$ cat config.mk
export PLATFORM = sky130hd
export DESIGN_NAME = kbd_fifo
export DESIGN_NICKNAME = d
export VERILOG_FILES = /design/src/rtl/kbd_pkg.sv /design/src/rtl/kbd_fifo_sync_rise.sv /design/src/rtl/kbd_fifo.sv
export SDC_FILE = /design/constraint.sdc
export NUM_CORES = 1
export LEC_CHECK = 0
export ABC_AREA = 1
export BUFFER_PORTS_ARGS = -buffer_cell sky130_fd_sc_hd__buf_2
export CAP_MARGIN = 40
export CORE_MARGIN = 1.5
export CORE_UTILIZATION = 40
export CTS_BUF_LIST = sky130_fd_sc_hd__clkbuf_8
export CTS_CLUSTER_DIAMETER = 60
export DETAILED_ROUTE_END_ITERATION = 8
export MAX_ROUTING_LAYER = met4
export PLACE_DENSITY = 0.65
export SYNTH_ARGS = -nofsm -noshare
export SYNTH_HDL_FRONTEND = slang
export SYNTH_HIERARCHICAL = 1
export SYNTH_SLANG_ARGS = --single-unit
$ cat constraint.sdc
create_clock -name clk -period 2.4 [get_ports clk]
set_input_delay 0.48 -clock clk [delete_from_list [all_inputs] [get_ports clk]]
set_output_delay 0.48 -clock clk [all_outputs]
set_load 0.02 [all_outputs]
$ cat src/rtl/kbd_pkg.sv
// Shared definitions for the keystroke FIFO: size defaults, producer FSM
// encoding and address-width derivation.
package kbd_pkg;

  localparam int unsigned DATA_W_DEF = 8;
  localparam int unsigned DEPTH_DEF  = 16;

  typedef enum logic [1:0] {
    ST_IDLE     = 2'd0,
    ST_ACK      = 2'd1,
    ST_WAIT_LOW = 2'd2
  } prod_state_t;

  // Pointer width for a power-of-two FIFO depth.
  function automatic int unsigned addr_w_f(input int unsigned depth);
    return $clog2(depth);
  endfunction

endpackage

$ cat src/rtl/kbd_fifo_sync_rise.sv
// sync_rise: two-flop synchroniser for an asynchronous level followed by a
// rising-edge detector.
//   clk       : sampling clock
//   rst       : asynchronous active-high reset
//   i_async   : asynchronous level input
//   o_pulse_c : one-cycle pulse (decode of flops) per synchronised rise
module sync_rise (
  input  logic clk,
  input  logic rst,
  input  logic i_async,
  output logic o_pulse_c
);

  logic r_sync1;
  logic r_sync2;
  logic r_prev;

  // Synchroniser chain plus the previous-value flop for edge detection.
  always_ff @(posedge clk or posedge rst) begin
    if (rst) begin
      r_sync1 <= 1'b0;
      r_sync2 <= 1'b0;
      r_prev  <= 1'b0;
    end else begin
      r_sync1 <= i_async;
      r_sync2 <= r_sync1;
      r_prev  <= r_sync2;
    end
  end

  assign o_pulse_c = r_sync2 & ~r_prev;

endmodule

$ cat src/rtl/kbd_fifo.sv
// kbd_fifo: keystroke buffer between the PS/2 driver and the CPU keyboard
// interrupt port. Captures codes over a req/ack handshake, holds up to DEPTH
// of them, and shows the oldest code with a level interrupt.
//   clk, rst  : clock, asynchronous active-high reset
//   in_req    : driver request level, in_data : key code
//   in_ack    : one-cycle acknowledge to the driver
//   out_int   : FIFO non-empty, out_data : head entry (0 when empty)
//   out_ack   : asynchronous acknowledge level; each rise pops one entry
//   flush     : synchronous clear
//   count     : entries held, overflow : sticky key-dropped flag
module kbd_fifo
  import kbd_pkg::*;
#(
  parameter int unsigned DATA_W = DATA_W_DEF,
  parameter int unsigned DEPTH  = DEPTH_DEF,
  parameter int unsigned ADDR_W = addr_w_f(DEPTH)
) (
  input  logic              clk,
  input  logic              rst,
  input  logic              in_req,
  input  logic [DATA_W-1:0] in_data,
  output logic              in_ack,
  output logic              out_int,
  output logic [DATA_W-1:0] out_data,
  input  logic              out_ack,
  input  logic              flush,
  output logic [ADDR_W:0]   count,
  output logic              overflow
);

  localparam int unsigned CNT_W = ADDR_W + 1;

  prod_state_t       r_state;
  prod_state_t       w_state_nxt;
  logic              w_capture;
  logic              w_ack_nxt;
  logic              w_pop;
  logic              w_pop_eff;
  logic              w_push;
  logic              w_drop;
  logic              w_full;
  logic              w_empty;
  logic [ADDR_W-1:0] r_wr_ptr;
  logic [ADDR_W-1:0] r_rd_ptr;
  logic [CNT_W-1:0]  r_count;
  logic              r_overflow;
  logic              r_in_ack;
  logic [DATA_W-1:0] r_mem [DEPTH];

  sync_rise u_ack_sync (
    .clk       (clk),
    .rst       (rst),
    .i_async   (out_ack),
    .o_pulse_c (w_pop)
  );

  assign w_full  = (r_count == CNT_W'(DEPTH));
  assign w_empty = (r_count == '0);

  // Producer state register; reset lands in WAIT_LOW so a held request is
  // not re-captured.
  always_ff @(posedge clk or posedge rst) begin
    if (rst) r_state <= ST_WAIT_LOW;
    else     r_state <= w_state_nxt;
  end

  // Producer next state.
  always_comb begin
    w_state_nxt = r_state;
    if (flush) begin
      w_state_nxt = ST_WAIT_LOW;
    end else begin
      unique case (r_state)
        ST_IDLE:     if (in_req) w_state_nxt = ST_ACK;
        ST_ACK:      w_state_nxt = ST_WAIT_LOW;
        ST_WAIT_LOW: if (!in_req) w_state_nxt = ST_IDLE;
        default:     w_state_nxt = ST_WAIT_LOW;
      endcase
    end
  end

  // Producer outputs: capture strobe and the value loaded into the ack flop.
  always_comb begin
    w_capture = 1'b0;
    w_ack_nxt = 1'b0;
    if (r_state == ST_IDLE && in_req && !flush) w_capture = 1'b1;
    if (w_state_nxt == ST_ACK) w_ack_nxt = 1'b1;
  end

  // A pop frees a slot in the same cycle, so a full FIFO still accepts a key.
  assign w_pop_eff = w_pop && !w_empty && !flush;
  assign w_push    = w_capture && (!w_full || w_pop_eff);
  assign w_drop    = w_capture && !w_push;

  // Pointers, occupancy, sticky overflow and the ack pulse.
  always_ff @(posedge clk or posedge rst) begin
    if (rst) begin
      r_wr_ptr   <= '0;
      r_rd_ptr   <= '0;
      r_count    <= '0;
      r_overflow <= 1'b0;
      r_in_ack   <= 1'b0;
    end else begin
      r_in_ack <= w_ack_nxt;
      if (flush) begin
        r_wr_ptr   <= '0;
        r_rd_ptr   <= '0;
        r_count    <= '0;
        r_overflow <= 1'b0;
      end else begin
        if (w_push)    r_wr_ptr <= r_wr_ptr + ADDR_W'(1);
        if (w_pop_eff) r_rd_ptr <= r_rd_ptr + ADDR_W'(1);
        if (w_push && !w_pop_eff)      r_count <= r_count + CNT_W'(1);
        else if (!w_push && w_pop_eff) r_count <= r_count - CNT_W'(1);
        if (w_drop) r_overflow <= 1'b1;
      end
    end
  end

  // Storage array; contents are not reset.
  always_ff @(posedge clk) begin
    if (w_push) r_mem[r_wr_ptr] <= in_data;
  end

  assign in_ack   = r_in_ack;
  assign out_int  = !w_empty;
  assign out_data = w_empty ? '0 : r_mem[r_rd_ptr];
  assign count    = r_count;
  assign overflow = r_overflow;

endmodule

==> results_dict.tcl <==
set metrics [dict create \
    diodes 0 \
    num_vias 4267 \
    hold_path_class "in -> reg" \
    fmax_mhz 397 \
    wire_per_inst_um 18.2 \
    status "finished, violations left" \
    yosys.cell_types.count 36 \
    synth_edf_count 128 \
    p_sw_share_pct 29.7 \
    cts_tree "yes" \
    synthTopCellsByCount "edfxtp_1, nand2_1, nor2_1" \
    drt_drc_violations_left 0 \
    path_max_fanout 6 \
    regToRegStartpoint "count[0]" \
    ir_drop_uv 576 \
    clock_sinks 148 \
    final_net_count 625 \
    worstHoldStart "out_ack" \
    drv_cap 0 \
    synth_top_area_share_pct 62.0 \
    p_int_mw 4.49 \
    endpoint_kind "output pin" \
    grt_pass1_wl_um 22300 \
    synthTopCellsByArea "edfxtp_1, dfrtp_1, nand2_1" \
    h-tree-depth 4 \
    synth-seq-area-share_pct 70.1 \
    p_leak_nw 2.86 \
    place_congestion 0.871 \
    grt_usage_pct 19.2 \
    drt_pass1_iterations 5 \
    ioPinCount 29 \
    clockBufferDepth 2 \
    clock_latency_ns 0.44 \
    switchingPower_mw 1.89 \
    core_area_mm2 0.0151 \
    antenna_found_initial 0 \
    synthCells 523 \
    grt_pass1_vias 4314 \
    synth.most_common_cell "edfxtp_1" \
    cts_buffers 17 \
    slew_viol_final 0 \
    drive_above_1_share_pct 29.4 \
    synth_fp_nets 546 \
    fin_crit_sh_pct 105 \
    setup_ws_ns -0.117 \
    drt_wl_total_um 14600 \
    start_util_pct 40.9 \
    pre_cts_ws_ns 0.146 \
    synthFlopType "edfxtp_1" \
    io_buffers 28 \
    utilization_pct 50.5 \
    seqPwrFrac_pct 45.8 \
    avgSynthCellArea_um2 11.8 \
    die_w_um 127 \
    grt_max_degree 19 \
    r2r_slack_ns 0.29 \
    tightest_slew_ns 0.705 \
    post-route-min-period_ns 2.52 \
    final-hold-violation-count 0 \
    dp_hpwl_um 8990 \
    final.setup_skew_ns 0.00813 \
    grt_overflow_total 0 \
    rows 45 \
    slew_headroom_pct 53.0 \
    root_buffer "clkbuf_8" \
    setup_viol 8 \
    critical_path_class "reg -> out" \
    cp-startpoint "r_rd_ptr[0]" \
    critPathRequiredTime_ns 1.92 \
    ys.warnings.count 6 \
    worstPathArrival_ns 2.04 \
    comb_power_share_pct 23.0 \
    async_reset_ff_share_pct 13.5 \
    grt_setup_unrepaired "true" \
    ys_ff_latch 148 \
    yosys.area.top_type "edfxtp_1" \
    ant_nets 0 \
    area_growth_pct 23.5 \
    power.density_mw_per_mm2 834 \
    drt_iter0_drc 429 \
    netlist_area_mm2 0.00620 \
    cp-start-kind "flop" \
    die_area_mm2 0.0162 \
    viasPerCell 5.31 \
    violations "negative setup slack" \
    path_clk_slew_ns 0.08 \
    clock_power_share_pct 31.2 \
    die_h_um 127 \
]
path summary, 6_finish.rpt:
| kind | endpoint | cells after the start |
|---|---|---|
| worst min register to register | u_ack_sync/r_sync2 | 0 |
| worst min-delay path | u_ack_sync/r_sync1 | 1 |
| min in group asynchronous | u_ack_sync/r_sync1 | 3 |
| worst max-delay path | out_data[1] | 8 |
| worst max register to register | count[4] | 13 |
| max in group asynchronous | r_rd_ptr[0] | 3 |
power by group through the flow:
stage | combinational [mW] | sequential, mW | clock, mW
floorplan | 0.738 | 3.00 | 0
global placement | 1.11 | 2.96 | 0
detailed placement | 1.13 | 2.97 | 0
CTS | 1.31 | 2.92 | 2.02
global route | 1.58 | 2.93 | 2.12
finish | 1.47 | 2.92 | 1.99
registers in the layout, summed over array words and instances (netlist names):
register,count
r_wr_ptr,4
u_ack_sync/r_sync1,1
count,5
overflow,1
r_rd_ptr,4
u_ack_sync/r_sync2,1
in_ack,1
r_mem,128
r_state,2
u_ack_sync/r_prev,1
cell type report:
class | count | area, um^2
Tap cell | 188 | 235
Timing Repair Buffer | 78 | 669
Timing Repair inverter | 1 | 6.26
Clock buffer | 17 | 234
Multi-Input combinational cell | 333 | 1880
Clock inverter | 15 | 180
Fill cell | 1315 | 7500
Sequential cell | 148 | 4350
Inverter | 23 | 100
worst max-delay path: stages, from the launching register on:
cell and delay, ns:
dfrtp_2 0.52, buf_6 0.18, buf_16 0.14, buf_12 0.14
nor2_2 0.13, o22ai_2 0.10, a21oi_2 0.20, nor2_4 0.06
buf_6 0.13
cells by family after synthesis:
logic type	share of synthesized area, %
multiplexers	1.13
AO/OA/AOI/OAI	8.95
flip-flops	70.1
XOR/XNOR	0.424
adder cells (fa/ha/maj)	2.14
buffers and inverters	2.91
AND/OR/NAND/NOR	14.3
per-stage QoR:
| step | setup TNS, ns | std cells | hold WS (ns) | total power [mW] | cell area (um^2) |
|---|---|---|---|---|---|
| 3_5_place_dp | 0 | 752 | 0.338 | 4.10 | 6740 |
| 2_1_floorplan | 0 | 523 | 0.234 | 3.73 | 6200 |
| 6_report | -0.637 | 803 | 0.138 | 6.38 | 7650 |
| 5_1_grt | -1.32 | 803 | 0.109 | 6.63 | 7650 |
| 3_3_place_gp | 0 | 752 | 0.332 | 4.07 | 6740 |
| 4_1_cts | -0.619 | 795 | 0.115 | 6.24 | 7390 |
placed cells by master (no fill, tap or decap), types with 12 or more instances in the layout:
master / netlist / routed
a21oi_1: 35 / 20
edfxtp_1: 128 / 128
o21ai_1: 29 / 30
buf_2: 9 / 20
nand2_1: 112 / 108
nor2_1: 56 / 46
dfrtp_1: 19 / 18
a21oi_2: 1 / 16
inv_1: 12 / 12
buf_6: 0 / 13
o21ai_0: 22 / 19
clkbuf_8: 0 / 17
buf_4: 2 / 39
what timing repair did:
item	CTS	global route
hold buffers	1	0
endpoints found under the setup margin	8	8
hold endpoints to repair	3	0
buffers inserted	7	7
pin swaps	2	22
cloned	3	2
gates resized for setup	35	53
metal layers:
metal	GRT usage, %	share of wire [%]	wire length, um	vias to the layer above
met5	-	0	0	-
met4	7.69	2.1	304	0
li1	-	-	-	2007
met2	29.4	47	6840	173
met1	24.1	43	6290	2062
met3	5.32	8.2	1200	25
No activity file was read; power rests on OpenSTA's default activity.
